[src/rtl/board_io_pkg.sv]
// Shared constants and helpers for the board I/O conditioning block.
package board_io_pkg;

    localparam int PWM_BITS_DEFAULT     = 8;
    localparam int DEBOUNCE_100MHZ_10MS = 1000000;

    // Debounce counter only has to reach cycles-1, so $clog2(cycles) bits suffice.
    function automatic int debounce_cnt_width(input int cycles);
        return (cycles < 2) ? 1 : $clog2(cycles);
    endfunction

endpackage

[src/rtl/io_debounce.sv]
// Single-bit two-flop synchroniser, debounce counter and rise/fall pulse generator.
module io_debounce
    import board_io_pkg::*;
#(
    parameter int DEBOUNCE_CYCLES = DEBOUNCE_100MHZ_10MS
) (
    input  logic clk,
    input  logic rst_n,
    input  logic din_i,
    output logic level_o,
    output logic rise_o,
    output logic fall_o
);

    localparam int              CW       = debounce_cnt_width(DEBOUNCE_CYCLES);
    localparam logic [CW-1:0]   CNT_LAST = CW'(DEBOUNCE_CYCLES - 1);

    logic          s1_q;
    logic          s2_q;
    logic          stable_q, stable_d;
    logic          rise_q, rise_d;
    logic          fall_q, fall_d;
    logic [CW-1:0] cnt_q, cnt_d;

    // Any cycle where s2 agrees with the accepted level restarts the count.
    always_comb begin
        stable_d = stable_q;
        cnt_d    = '0;
        rise_d   = 1'b0;
        fall_d   = 1'b0;
        if (s2_q != stable_q) begin
            if (cnt_q == CNT_LAST) begin
                stable_d = s2_q;
                rise_d   = s2_q;
                fall_d   = ~s2_q;
            end else begin
                cnt_d = cnt_q + 1'b1;
            end
        end
    end

    always_ff @(posedge clk or negedge rst_n) begin
        if (!rst_n) begin
            s1_q     <= 1'b0;
            s2_q     <= 1'b0;
            stable_q <= 1'b0;
            cnt_q    <= '0;
            rise_q   <= 1'b0;
            fall_q   <= 1'b0;
        end else begin
            s1_q     <= din_i;
            s2_q     <= s1_q;
            stable_q <= stable_d;
            cnt_q    <= cnt_d;
            rise_q   <= rise_d;
            fall_q   <= fall_d;
        end
    end

    assign level_o = stable_q;
    assign rise_o  = rise_q;
    assign fall_o  = fall_q;

endmodule

[src/rtl/board_io_ctrl.sv]
// Board I/O conditioning: debounced buttons/switches with edge pulses, PWM-driven LEDs.
module board_io_ctrl
    import board_io_pkg::*;
#(
    parameter int NUM_BTN         = 4,
    parameter int NUM_SW          = 4,
    parameter int NUM_LED         = 4,
    parameter int NUM_RGB         = 2,
    parameter int DEBOUNCE_CYCLES = DEBOUNCE_100MHZ_10MS,
    parameter int PWM_BITS        = PWM_BITS_DEFAULT
) (
    input  logic                            CLK100MHZ,
    input  logic                            reset_n,
    input  logic [NUM_BTN-1:0]              btn_in,
    input  logic [NUM_SW-1:0]               sw_in,
    output logic [NUM_BTN-1:0]              btn_level,
    output logic [NUM_BTN-1:0]              btn_rise,
    output logic [NUM_BTN-1:0]              btn_fall,
    output logic [NUM_SW-1:0]               sw_level,
    output logic [NUM_SW-1:0]               sw_changed,
    input  logic                            pwm_enable,
    input  logic [NUM_LED*PWM_BITS-1:0]     led_duty,
    input  logic [3*NUM_RGB*PWM_BITS-1:0]   rgb_duty,
    output logic [NUM_LED-1:0]              led_out,
    output logic [3*NUM_RGB-1:0]            rgb_led_out,
    output logic                            pwm_period_start
);

    localparam int NUM_CH = NUM_LED + 3 * NUM_RGB;

    logic [NUM_SW-1:0] sw_rise;
    logic [NUM_SW-1:0] sw_fall;

    genvar gi;
    generate
        for (gi = 0; gi < NUM_BTN; gi++) begin : g_btn
            io_debounce #(.DEBOUNCE_CYCLES(DEBOUNCE_CYCLES)) u_db (
                .clk     (CLK100MHZ),
                .rst_n   (reset_n),
                .din_i   (btn_in[gi]),
                .level_o (btn_level[gi]),
                .rise_o  (btn_rise[gi]),
                .fall_o  (btn_fall[gi])
            );
        end
        for (gi = 0; gi < NUM_SW; gi++) begin : g_sw
            io_debounce #(.DEBOUNCE_CYCLES(DEBOUNCE_CYCLES)) u_db (
                .clk     (CLK100MHZ),
                .rst_n   (reset_n),
                .din_i   (sw_in[gi]),
                .level_o (sw_level[gi]),
                .rise_o  (sw_rise[gi]),
                .fall_o  (sw_fall[gi])
            );
        end
    endgenerate

    assign sw_changed = sw_rise | sw_fall;

    logic [PWM_BITS-1:0]        cnt_q, cnt_d;
    logic                       wrap;
    logic [NUM_CH*PWM_BITS-1:0] duty_in;
    logic [NUM_CH-1:0]          pwm_q, pwm_d;

    assign cnt_d   = cnt_q + 1'b1;
    assign wrap    = &cnt_q;
    assign duty_in = {rgb_duty, led_duty};

    // Duties are sampled only as the counter wraps, so a period never mixes two duties.
    generate
        for (gi = 0; gi < NUM_CH; gi++) begin : g_pwm
            logic [PWM_BITS-1:0] duty_q, duty_d;

            assign duty_d    = wrap ? duty_in[gi*PWM_BITS +: PWM_BITS] : duty_q;
            assign pwm_d[gi] = pwm_enable & (cnt_q < duty_q);

            always_ff @(posedge CLK100MHZ or negedge reset_n) begin
                if (!reset_n) begin
                    duty_q <= '0;
                end else begin
                    duty_q <= duty_d;
                end
            end
        end
    endgenerate

    always_ff @(posedge CLK100MHZ or negedge reset_n) begin
        if (!reset_n) begin
            cnt_q <= '0;
            pwm_q <= '0;
        end else begin
            cnt_q <= cnt_d;
            pwm_q <= pwm_d;
        end
    end

    assign led_out     = pwm_q[NUM_LED-1:0];
    assign rgb_led_out = pwm_q[NUM_CH-1:NUM_LED];

    // Counter sits at 0 while in reset; gating keeps the pulse low until release.
    assign pwm_period_start = reset_n & (cnt_q == '0);

endmodule
[config.mk]
export PLATFORM = sky130hd
export DESIGN_NAME = board_io_ctrl
export DESIGN_NICKNAME = d
export VERILOG_FILES = /design/src/rtl/board_io_pkg.sv /design/src/rtl/io_debounce.sv /design/src/rtl/board_io_ctrl.sv
export SDC_FILE = /design/constraint.sdc
export NUM_CORES = 1
export LEC_CHECK = 0
export CORE_MARGIN = 2
export CORE_UTILIZATION = 45
export DETAILED_ROUTE_END_ITERATION = 10
export PLACE_DENSITY = 0.67
export SLEW_MARGIN = 20
export SYNTH_ARGS = -nofsm -noshare
export SYNTH_HDL_FRONTEND = slang
export SYNTH_SLANG_ARGS = --single-unit
[constraint.sdc]
create_clock -name CLK100MHZ -period 2.2 [get_ports CLK100MHZ]
set_input_delay 0.44 -clock CLK100MHZ [delete_from_list [all_inputs] [get_ports CLK100MHZ]]
set_output_delay 0.44 -clock CLK100MHZ [all_outputs]
set_load 0.005 [all_outputs]
==> results.json <==
{
  "floorplan.rows": 66,
  "cts_max_path_buffers": 3,
  "boundaryPins": 122,
  "synth_mux_area_frac": 0.0677,
  "place_area_mm2": 0.0166,
  "worst-path-stages": 3,
  "power_density_mw_per_mm2": 674,
  "skew_ns": 0.0202,
  "global_route_wire_length_before_repair_um": 52000,
  "postSynthAreaPerCell_um2": 10.8,
  "finalWeightedCongestion": 0.836,
  "timing.reg2reg.worst_path_depth": 6,
  "worst_path_largest_cell_delay_ns": 0.40,
  "end_kind": "output pin",
  "clkLatencyLatePin_ns": 0.51,
  "layout-area-overhead-vs-synth_pct": 20.9,
  "final.min_clock_period_ns": 2.10,
  "firstDrtPassIters": 4,
  "design_area_mm2": 0.0179,
  "routed_wirelength_um": 30400,
  "timing.fmax_mhz": 476,
  "cp_top_family": "simple AND/OR/NAND/NOR gates",
  "detail_route.drc_violations": 0,
  "ff2ff_setup_slack_ns": 0.15,
  "tritoncts_num_sinks": 298,
  "design.final.nets": 1691,
  "global_route.overflow_total": 0,
  "r2r_start": "cnt_q[3]",
  "netlist_area_before_placement_mm2": 0.0148,
  "synth.distinct_cells": 48,
  "yosys_reg_bits": 298,
  "ys_warn_count": 0,
  "die_width_um": 185,
  "timing.hold.worst.class": "flip-flop to flip-flop",
  "worst_hold_margin_ns": 0.346,
  "initial_core_util": 0.456,
  "critPathCapture": "pwm_period_start",
  "crit_path_start_kind": "flip-flop",
  "totalNegativeSetupSlack_ns": 0,
  "worstPathArrival_ns": 1.66,
  "ir_worst_vdd_mv": 0.488,
  "clockRootBuffer": "clkbuf_16",
  "drive_above_1_share": 0.134,
  "setup_viol": 0,
  "crit_path_cell_trace": "nor4b_2 -> and4b_1 -> dlygate4sd2_1",
  "crit_path_max_fanout": 2,
  "area_share_of_and_or_nand_nor_cells_after_synthesis": 0.186,
  "tritoncts": "yes",
  "worst_slack_setup_final_ns": 0.100,
  "rsz0062_at_grt": "false",
  "yosysMostFrequentCell": "dfrtp_1",
  "synth_enable_flop_cells": 0,
  "n_antenna_cell": 0,
  "critical_path.slowest_cell": "dfrtp_1",
  "htree_num_levels": 2,
  "grt_start_max_net_pins": 191,
  "run_status": "completed",
  "worstSetupStartpoint": "cnt_q[5]",
  "synth_top_family_by_area": "simple AND/OR/NAND/NOR gates",
  "post_synth_inst_count": 1368,
  "die_y_um": 185,
  "design.core.area_mm2": 0.0325,
  "worstPathRequired_ns": 1.76,
  "netlist_top_cells_area": "dfrtp_1, ha_1, mux2_2",
  "worst_case_headroom_to_the_max_slew_limit": 0.569,
  "detailroute.via_count": 10500,
  "leakagePower_nw": 7.64,
  "dieArea_mm2": 0.0343,
  "share_of_flip_flops_with_an_asynchronous_set_or_reset_after_synthesis": 1.00,
  "antenna_found_initial": 0,
  "crit-reg2reg-capture": "pwm_q[5]",
  "critical_path_buf_inv_count": 1,
  "synth-xor-area-share": 0.0652,
  "final.period_utilization": 0.955,
  "numPortBuffers": 121,
  "first_iter_violations": 614,
  "cts.reportedPaths.clkPinSlew_ns": 0.06,
  "avgRoutedWirePerCell_um": 15.3,
  "ant_nets": 0,
  "route.detailed.vias_per_inst": 5.27,
  "dominantRegCellSynth": "dfrtp_1",
  "synth-compound-area-share": 0.0696,
  "numCtsBuffers": 36,
  "worst_tran_pin_value_ns": 0.647,
  "groute.usage.overall": 0.185,
  "place.detailed.hpwl_um": 20800,
  "seq_area_frac_synth": 0.504,
  "synth_top_area_cell": "dfrtp_1",
  "hold_viol": 0,
  "timing_max_transition_violations_final": 0,
  "synth.net_count": 1539,
  "synthAdderAreaFrac": 0.0677,
  "worstSetupPathType": "flip-flop to output pin",
  "synth.top_cell.area_share": 0.504,
  "first_global_vias": 10600,
  "max_cap_viol_count": 0,
  "synthTopCellsByCount": "dfrtp_1, nor2_1, inv_1, mux2_2, ha_1",
  "pre_cts_slack_ns": 0.226
}
-- registers in the layout (all words and copies together) (netlist names) --
| name | cells |
|---|---|
| g_btn.u_db.level_o | 4 |
| cnt_q | 8 |
| g_btn.u_db.fall_o | 4 |
| g_sw.u_db.level_o | 4 |
| g_sw.u_db.rise_o | 4 |
| g_btn.u_db.s2_q | 4 |
| pwm_q | 10 |
| g_btn.u_db.rise_o | 4 |
| g_sw.u_db.s1_q | 4 |
| g_btn.u_db.cnt_q | 80 |
| g_sw.u_db.fall_o | 4 |
| g_btn.u_db.s1_q | 4 |
| g_sw.u_db.cnt_q | 80 |
| g_sw.u_db.s2_q | 4 |
| g_pwm.duty_q | 80 |
-- repair_timing --
action,4_1_cts,5_1_grt
gates resized for setup,4,0
hold buffers,1,0
setup buffers,2,0
hold endpoints to repair,5,0
endpoints found under the setup margin,1,0
-- where the power goes --
group          internal (mW)  switching, mW
registers               5.53         0.0526
logic                  0.217          0.225
clock network           3.76           2.26
total                   9.51           2.53
-- layout make-up --
| class | instances | area (um2) |
|---|---|---|
| Fill cell | 2809 | 14600 |
| Clock inverter | 13 | 170 |
| Sequential cell | 298 | 7460 |
| Multi-Input combinational cell | 935 | 6750 |
| Inverter | 92 | 345 |
| Tap cell | 442 | 553 |
| Timing Repair Buffer | 157 | 1560 |
| Clock buffer | 48 | 1040 |
-- how the worst min path moves through the flow --
stage,startpoint,cells after the start,to
after global placement,g_sw[1].u_db.s1_q,0,g_sw[1].u_db.s2_q
final,g_sw[2].u_db.s1_q,0,g_sw[2].u_db.s2_q
after floorplan,reset_n,0,cnt_q[0]
after CTS,btn_in[2],1,g_btn[2].u_db.s1_q
after global routing,sw_in[1],1,g_sw[1].u_db.s1_q
after detailed placement,g_sw[2].u_db.s1_q,0,g_sw[2].u_db.s2_q
-- routing by layer --
layer	track usage	up-vias	routed length [um]
met3	0.0258	51	997
met4	0.0575	0	755
li1	-	5139	-
met2	0.306	152	14600
met1	0.252	5124	14100
met5	0	-	0
-- cells by family (layout without fill, tap and decap cells) --
group                      count (synthesis)  count (layout)
DFF                                      298             298
adders and majority gates                 80              80
and+or+nand+nor                          503             503
AOI/OAI and AO/OA                        153             153
xor gates and xnor gates                 110             110
muxes                                     89              89
buffers and inverters                    135             310
-- placed cells by master (no fill, tap or decap), types with 13 or more instances in the layout --
cell               n
nor3b_1           17
ha_1              80
dfrtp_1          296
nand3_1           68
clkbuf_16         37
mux2_2            88
or4_1             21
nand2b_1          22
o21ai_0           24
nor4_1            20
xor2_1            54
a21oi_1           47
nand4_1           41
nor3_1            16
xnor2_1           56
buf_4             30
and3_1            30
and2_1            13
nand2_1           51
o31ai_1           18
inv_1             92
or3_1             41
nor2_1           124
clkdlybuf4s50_1  119
-- through the flow --
stage | std cells | power (mW) | utilization
after detailed placement | 1920 | 6.13 | 0.512
after CTS | 1984 | 12.2 | 0.550
after floorplan | 1368 | 5.77 | -
final | 1985 | 12.0 | 0.551
after global routing | 1985 | 12.5 | 0.551
after global placement | 1920 | 6.13 | 0.512
No activity file was read; power rests on OpenSTA's default activity.
